File: config.mk
export PLATFORM = sky130hd
export DESIGN_NAME = bin_to_bcd_seq
export DESIGN_NICKNAME = d
export VERILOG_FILES = /design/src/rtl/bcd_pkg.sv /design/src/rtl/bcd_add3_cell.sv /design/src/rtl/bin_to_bcd_seq.sv
export SDC_FILE = /design/constraint.sdc
export NUM_CORES = 1
export LEC_CHECK = 0
export ABC_AREA = 1
export BUFFER_PORTS_ARGS = -buffer_cell sky130_fd_sc_hd__buf_2
export CAP_MARGIN = 20
export CORE_ASPECT_RATIO = 1.25
export CORE_UTILIZATION = 39
export DETAILED_ROUTE_END_ITERATION = 8
export HOLD_SLACK_MARGIN = 0.03
export SLEW_MARGIN = 10
export SYNTH_ARGS = -nofsm -noshare
export SYNTH_HDL_FRONTEND = slang
export SYNTH_SLANG_ARGS = --single-unit
File: constraint.sdc
create_clock -name clk -period 2 [get_ports clk]
set_input_delay 0.4 -clock clk [delete_from_list [all_inputs] [get_ports clk]]
set_output_delay 0.4 -clock clk [all_outputs]
set_load 0.01 [all_outputs]
File: src/rtl/bcd_pkg.sv
// Shared types and helpers for the sequential binary-to-BCD converter.
package bcd_pkg;

    typedef logic [3:0] bcd_digit_t;

    typedef enum logic {
        IDLE,
        SHIFT
    } b2b_state_t;

    localparam bcd_digit_t BCD_NINE = 4'h9;

    // Double-dabble correction: a digit that would reach >=10 after doubling is pre-biased by 3.
    function automatic bcd_digit_t add3_if_ge5(input bcd_digit_t d);
        return (d >= 4'd5) ? d + 4'd3 : d;
    endfunction

    // Elaboration-time 10**n, used as the overflow threshold.
    function automatic longint unsigned pow10(input int n);
        longint unsigned p;
        p = 1;
        for (int i = 0; i < n; i++) begin
            p = p * 10;
        end
        return p;
    endfunction

endpackage

File: src/rtl/bcd_add3_cell.sv
// Combinational per-digit add-3 correction cell for the double-dabble datapath.
module bcd_add3_cell
    import bcd_pkg::*;
(
    input  bcd_digit_t d,
    output bcd_digit_t q
);

    assign q = add3_if_ge5(d);

endmodule

File: src/rtl/bin_to_bcd_seq.sv
// Sequential binary-to-packed-BCD converter (shift-and-add-3, one bit per clock).
// Define BCD_SAT_EN to saturate bcd_out to all nines when the value does not fit in NDIG digits.
module bin_to_bcd_seq
    import bcd_pkg::*;
#(
    parameter int BIN_W = 7,
    parameter int NDIG  = 2
) (
    input  logic              clk,
    input  logic              rst,
    input  logic              start,
    input  logic [BIN_W-1:0]  bin_in,
    output logic              busy,
    output logic              done,
    output logic [4*NDIG-1:0] bcd_out,
    output logic              ovf
);

    localparam int               CNT_W = $clog2(BIN_W);
    localparam int               DW    = 4 * NDIG;
    localparam longint unsigned  LIMIT = pow10(NDIG);
    localparam logic [CNT_W-1:0] LAST  = CNT_W'(BIN_W - 1);

    b2b_state_t       state, state_n;
    logic [BIN_W-1:0] sreg;
    logic [DW-1:0]    dreg;
    logic [DW-1:0]    dcor;
    logic [DW-1:0]    dnext;
    logic [CNT_W-1:0] cnt;
    logic             ovf_n;
    logic             ovf_in;
    logic             last;
    logic             unused_carry;

    for (genvar g = 0; g < NDIG; g++) begin : g_cell
        bcd_add3_cell u_cell (
            .d (dreg[4*g +: 4]),
            .q (dcor[4*g +: 4])
        );
    end

    // The bit leaving the top digit is worth 10**NDIG; dropping it yields bin_in mod 10**NDIG.
    assign {unused_carry, dnext} = {dcor, sreg[BIN_W-1]};

    assign ovf_in = (64'(bin_in) >= LIMIT);
    assign last   = (cnt == LAST);
    assign busy   = (state == SHIFT);

    // NOTE: sequential state uses non-blocking assignments so every register samples pre-edge values.
    always_ff @(posedge clk or posedge rst) begin
        if (rst) begin
            state <= IDLE;
        end else begin
            state <= state_n;
        end
    end

    // NOTE: next-state gets a default first so no path through the block can infer a latch.
    always_comb begin
        state_n = state;
        case (state)
            IDLE:    if (start) state_n = SHIFT;
            SHIFT:   if (last)  state_n = IDLE;
            default: state_n = IDLE;
        endcase
    end

    always_ff @(posedge clk or posedge rst) begin
        if (rst) begin
            sreg    <= '0;
            dreg    <= '0;
            cnt     <= '0;
            ovf_n   <= 1'b0;
            bcd_out <= '0;
            ovf     <= 1'b0;
            done    <= 1'b0;
        end else begin
            done <= 1'b0;
            if (state == IDLE) begin
                if (start) begin
                    sreg  <= bin_in;
                    dreg  <= '0;
                    cnt   <= '0;
                    ovf_n <= ovf_in;
                end
            end else begin
                sreg <= {sreg[BIN_W-2:0], 1'b0};
                dreg <= dnext;
                cnt  <= cnt + CNT_W'(1);
                if (last) begin
                    done <= 1'b1;
                    ovf  <= ovf_n;
`ifdef BCD_SAT_EN
                    bcd_out <= ovf_n ? {NDIG{BCD_NINE}} : dnext;
`else
                    bcd_out <= dnext;
`endif
                end
            end
        end
    end

endmodule
* Word-level counts from Yosys, hierarchy flattened
Index checks and enable logic that the tools add are counted.
** Cells by class
- Divide/modulo/power cells :: 0
- Order comparisons :: 3
- Equal/unequal tests :: 1
- Add/sub/neg operators :: 3
- Bitwise logic cells :: 1
- Multiplexer cells :: 13
- Multiply operators :: 0
- Shift-type cells :: 0
- Reduce and logical (&&, ||, !) cells :: 3
** Operators with widths (number)
- 2-to-1 mux 8 bit :: 2
- 2-to-1 mux 7 bit :: 2
- 2-to-1 mux 3 bit :: 3
- greater-or-equal comparator 4 x 3 -> 1 bit, second input constant :: 2
- greater-or-equal comparator 7 bit, second input constant :: 1
- adder 4 x 2 -> 4 bit, second input constant :: 1
- 2-to-1 mux 1 bit :: 4
- 2-to-1 mux 4 bit :: 1
- AND reduction 2 bit :: 2
- adder 3 x 1 -> 3 bit, second input constant :: 1
- adder 3 x 2 -> 3 bit, second input constant :: 1
- == test 3 bit, second input constant :: 1
- case mux 1 bit (2 select lines) :: 1
- nonzero test 2 bit :: 1
- NOT 1 bit :: 1
** Word-level totals
- Output and inout port bits :: 11
- RAM bits :: 0
- Bits in latches :: 0
- Logic and storage cells :: 32
- ROM bits :: 0
- Register bits :: 30
- Memories kept :: 0

* Logic depth before layout (Yosys ltp)
- Depth in word-level cells :: 3
- Mapped depth :: 9
- Mapped depth without buffers :: 9

* Hierarchy
From an unflattened synthesis, not the netlist that was laid out.
** Unflattened totals
- Cell total of the unflattened synthesis :: 176
- Area, all modules :: 1544.0 um^2
** Modules (own cells, without submodules)
- bin_to_bcd_seq :: times used 1, area each 1273.7 um^2, cells each 130, sequential area each 750.7 um^2
- bcd_add3_cell :: times used 2, area each 135.1 um^2, cells each 23, sequential area each 0.0 um^2

* Worst setup path before layout
No wires, ideal clock.
- Path type :: reg2reg
- From :: reg dreg[0]
- To :: reg dreg[1]
- Arrival :: 1055 ps
- Required time :: 1882 ps
- Clock period less this slack :: 1173 ps
- Slack :: 827 ps
- Stages on the path, launching flop included :: 9
- Library setup time :: 118 ps
- Cell sequence :: dfrtp_1 -> inv_1 -> ha_1 -> inv_1 -> nand2_1 -> nand3_1 -> nand2_1 -> nand3_1 -> nand2_1
** Between the ends
- Cells in the longest elaborated chain, start to end :: 3
** RTL lines
- start, declared :: RTL line bin_to_bcd_seq.sv:26 : logic [DW-1:0] dreg;
- start signal, assigned :: RTL line bin_to_bcd_seq.sv:88 : dreg <= dnext;
- adder 4 x 2 -> 4 bit or greater-or-equal comparator 4 x 3 -> 1 bit (tied branches) :: RTL line bcd_pkg.sv:15 : return (d >= 4'd5) ? d + 4'd3 : d;
- 2-to-1 mux 4 bit (*) :: RTL line bcd_pkg.sv:15
- 2-to-1 mux 8 bit (*) :: RTL line bin_to_bcd_seq.sv:79 : if (state == IDLE) begin
Every way passes the cells marked *; elsewhere a longest branch is shown, timed or not.
A chain may end at the register's enable or synchronous reset.

* Final worst setup path
- From :: reg state, in the netlist busy
- To :: reg bcd_out[2]
** Between the ends
- Cells in the longest elaborated chain, start to end :: 1
** RTL lines
- start, declared :: RTL line bin_to_bcd_seq.sv:24 : b2b_state_t state, state_n;
- start signal, assigned :: RTL line bin_to_bcd_seq.sv:54 : state <= state_n;
- AND reduction 2 bit (no line)
- end signal, assigned :: RTL line bin_to_bcd_seq.sv:96 : bcd_out <= dnext;
- end, declared :: RTL line bin_to_bcd_seq.sv:15 : output logic [4*NDIG-1:0] bcd_out,
Every way passes these cells.

==> impl_summary.log <==
INFO  metric run_status = completed
INFO  metric timing.critical_path.cells = nand3_1, inv_2, nand3_1, nand2_1
INFO  metric intPower = 1610 uW
INFO  metric initial_drt_pass_iterations = 4
INFO  metric max_freq = 663 MHz
INFO  metric standard_cell_area_after_detailed_placement = 1510 um^2
INFO  metric power.static_leakage = 0.000881 uW
INFO  metric cpLargestDelayFamily = simple AND/OR/NAND/NOR gates
INFO  metric synth-seq-area-share = 54.8%
INFO  metric core_area = 3280 um^2
INFO  metric setup.worst_path.class = flip-flop to flip-flop
INFO  metric cell_row_count = 23
INFO  metric grt_first_pass_wirelength = 5.00 mm
INFO  metric clk_slew_on_worst_s_h_paths = 0.07 ns
INFO  metric worst_r2r_path_depth = 4
INFO  metric layout.filler_cells = 328
INFO  metric critical_path_cell_count = 4
INFO  metric grt_max_degree = 31
INFO  metric ys_async_sr_fraction = 100%
INFO  metric switching_share = 38.9%
INFO  metric final_layout_size_suffix_gt1_share = 18.1%
INFO  metric grt_setup_unrepaired = no
INFO  metric synth_edf_count = 0
INFO  metric cts_resized = 0
INFO  metric tritoncts = done
INFO  metric first_global_vias = 1,135
INFO  metric synth.top_cells.by_count = 57 x sky130_fd_sc_hd__nand2_1, 30 x sky130_fd_sc_hd__dfrtp_1, 20 x sky130_fd_sc_hd__nand3_1
INFO  metric die_h = 68.2 um
INFO  metric dpl.hpwl = 2.04 mm
INFO  metric cts_buffers = 5
INFO  metric synth_fp_nets = 177
INFO  metric postSynthRegisterBits = 30
INFO  metric worst_ep_arrival_time = 1.74 ns
INFO  metric detail_route.wl_per_cell = 12.3 um
INFO  metric diodes = 0
INFO  metric cp_num_buf_inv = 1
INFO  metric layout_min_cycle_time = 1.51 ns
INFO  metric routed-via-count = 1,151
INFO  metric cts.htree.levels = 2
INFO  metric cts_setup_buffers = 0
INFO  metric worst_path_cell_with_the_longest_stage_delay = sky130_fd_sc_hd__dfrtp_1
INFO  metric number_of_input_and_output_port_buffers_inserted = 20
INFO  metric synth_top_cells_by_area = sky130_fd_sc_hd__dfrtp_1 55%, sky130_fd_sc_hd__nand2_1 16%, sky130_fd_sc_hd__nand3_1 7.3%
INFO  metric syn-instance-count = 161
INFO  metric nets = 203
INFO  metric wirelength = 2.78 mm
INFO  metric crit_path_end_kind = flip-flop
INFO  metric floorplan.die.width = 55.0 um
INFO  metric ys_warn_count = 0
INFO  metric cts_max_path_buffers = 2
INFO  metric antenna_violating_nets_post_route = 0
INFO  metric synth_most_common_cell = sky130_fd_sc_hd__nand2_1
INFO  metric starting_density_of_the_core = 41.7%
INFO  metric initial_antenna_violation_count = 0
INFO  metric max-cap-violations = 0
INFO  metric cts_hold_buffers = 0
INFO  metric unique_masters_post_synth = 19
INFO  metric cpMostUsedCell = sky130_fd_sc_hd__nand3_1
INFO  metric required = 2.23 ns
INFO  metric postLayoutCellArea = 1620 um^2
INFO  metric finalSetupViolCount = 0
INFO  metric tns = 0 ns
INFO  metric cts.root.buffer_cell = sky130_fd_sc_hd__clkbuf_8
INFO  metric power_per_cell_area = 1630 nW/um^2
INFO  metric gpl.final_weighted_congestion = 0.722
INFO  metric comb_power_share = 37.5%
INFO  metric netlist_area = 1370 um^2
INFO  metric cp-start-kind = flip-flop
INFO  metric relSlewSlack = 66.4%
INFO  metric finalPower = 2640 uW
INFO  metric finalHoldViolCount = 0
INFO  metric clock-skew-final = 0.00725 ns
INFO  metric design.die.area = 3750 um^2
INFO  metric timing_worst_slew_pin_value = 0.503 ns
INFO  metric via_density_per_instance = 5.12
INFO  metric clockPowerShare = 22.8%
INFO  metric first_iter_violations = 37
INFO  metric report.final.slew_viol_count = 0
INFO  metric critical-path-max-stage-delay = 0.55 ns
INFO  metric seq_power_share = 39.7%
INFO  metric synth_top_area_share = 54.8%
INFO  metric grt_util_all_layers = 19.3%
INFO  metric drc_errors = 0
INFO  metric areaGrowthSynthToFinish = 18.6%
INFO  metric numClockSinks = 30
INFO  metric synth.avg_cell_area = 8.50 um^2
INFO  metric io_pins = 21
INFO  metric yosysTopAreaCell = sky130_fd_sc_hd__dfrtp_1
INFO  metric power.switching = 1030 uW
INFO  metric irDropWorstVdd = 770 uV
INFO  metric critical_path_peak_fanout = 14
INFO  metric final.period_utilization = 75.4%
INFO  metric reg2reg_setup_slack = 0.49 ns
INFO  metric synth_flop_cell = sky130_fd_sc_hd__dfrtp_1
INFO  metric globalRoute.totalOverflow = 0
INFO  metric clock_latency = 0.29 ns
INFO  metric hp-class = primary input to async pin
==> stage by stage <==
step / std cells / utilization, % / setup WS (ns) / hold slack, ns
finish: 225 / 49.5 / 0.491 / 0.172
global route: 225 / 49.5 / 0.325 / 0.226
CTS: 225 / 49.5 / 0.489 / 0.182
detailed placement: 217 / 46.1 / 0.533 / 0.471
global placement: 217 / 46.1 / 0.568 / 0.466
floorplan: 161 / - / 0.827 / 0.449
==> power by group through the flow <==
stage | logic (uW) | registers (uW) | clock network [uW]
CTS | 997 | 1050 | 616
floorplan | 674 | 1060 | 0
global route | 1160 | 1090 | 648
global placement | 957 | 1050 | 0
detailed placement | 988 | 1060 | 0
finish | 991 | 1050 | 602
==> tightest hold or removal path: stages <==
cell                    delay, ns
sky130_fd_sc_hd__buf_2       0.09
sky130_fd_sc_hd__inv_1       0.04
sky130_fd_sc_hd__buf_4       0.34
==> cells by family after synthesis <==
| group | share of synthesized area, % |
|---|---|
| compound gates | 7.13 |
| xor+xnor | 0.640 |
| fa+ha+maj | 5.48 |
| buf+inv | 6.40 |
| flops | 54.8 |
| simple gates | 25.5 |
==> final timing paths <==
kind                                     endpoint                 from
setup / recovery           bcd_out[2]$_DFFE_PP0P_       busy$_DFF_PP0_
hold / removal             bcd_out[7]$_DFFE_PP0P_                  rst
setup reg to reg           bcd_out[2]$_DFFE_PP0P_       busy$_DFF_PP0_
hold reg to reg               dreg[5]$_DFFE_PP0P_  dreg[5]$_DFFE_PP0P_
max in group asynchronous     dreg[1]$_DFFE_PP0P_                  rst
min in group clk              sreg[4]$_DFFE_PP0P_            bin_in[4]
==> state kept, by name, summed over array words and instances (netlist names) <==
register,flops
sreg,7
busy,1
ovf_n,1
dreg,8
cnt,3
done,1
bcd_out,8
ovf,1
==> layer usage <==
layer	global-route usage, %	up-vias	part of all wire (%)
li1	-	573	-
met1	22.4	545	46
met2	31.5	27	47
met3	6.67	6	4.5
met4	8.44	0	2.1
met5	0	-	0
==> final cells by class <==
cell class                 instances  area [um^2]  area share [%]
tap                               37         46.3            2.85
inverter                          19         71.3            4.39
timing repair buffer              22          115            7.09
clock inverter                     3         40.0            2.47
clock buffer                       5         68.8            4.24
sequential                        30          751            46.3
multi-input combinational        109          531            32.7
==> cell usage in the layout (no fill, tap or decap) <==
master                      netlist  layout
sky130_fd_sc_hd__nand2_1         57      57
sky130_fd_sc_hd__dfrtp_1         30      30
sky130_fd_sc_hd__nand3_1         20      20
sky130_fd_sc_hd__buf_2            1      20
sky130_fd_sc_hd__inv_1           16      16
sky130_fd_sc_hd__o21ai_0         11      11
sky130_fd_sc_hd__ha_1             6       6
sky130_fd_sc_hd__clkbuf_8         0       5
sky130_fd_sc_hd__inv_2            3       3
sky130_fd_sc_hd__nor2_1           3       3
sky130_fd_sc_hd__o22ai_1          3       3
sky130_fd_sc_hd__o21ai_1          2       2
sky130_fd_sc_hd__nand4_1          2       2
sky130_fd_sc_hd__clkinv_2         0       2
sky130_fd_sc_hd__buf_4            1       2
sky130_fd_sc_hd__nand2_2          1       1
sky130_fd_sc_hd__nor3_1           1       1
sky130_fd_sc_hd__xnor2_1          1       1
sky130_fd_sc_hd__a21oi_1          1       1
sky130_fd_sc_hd__a22o_1           1       1
sky130_fd_sc_hd__bufinv_16        0       1
(Power assumes the default switching activity.)
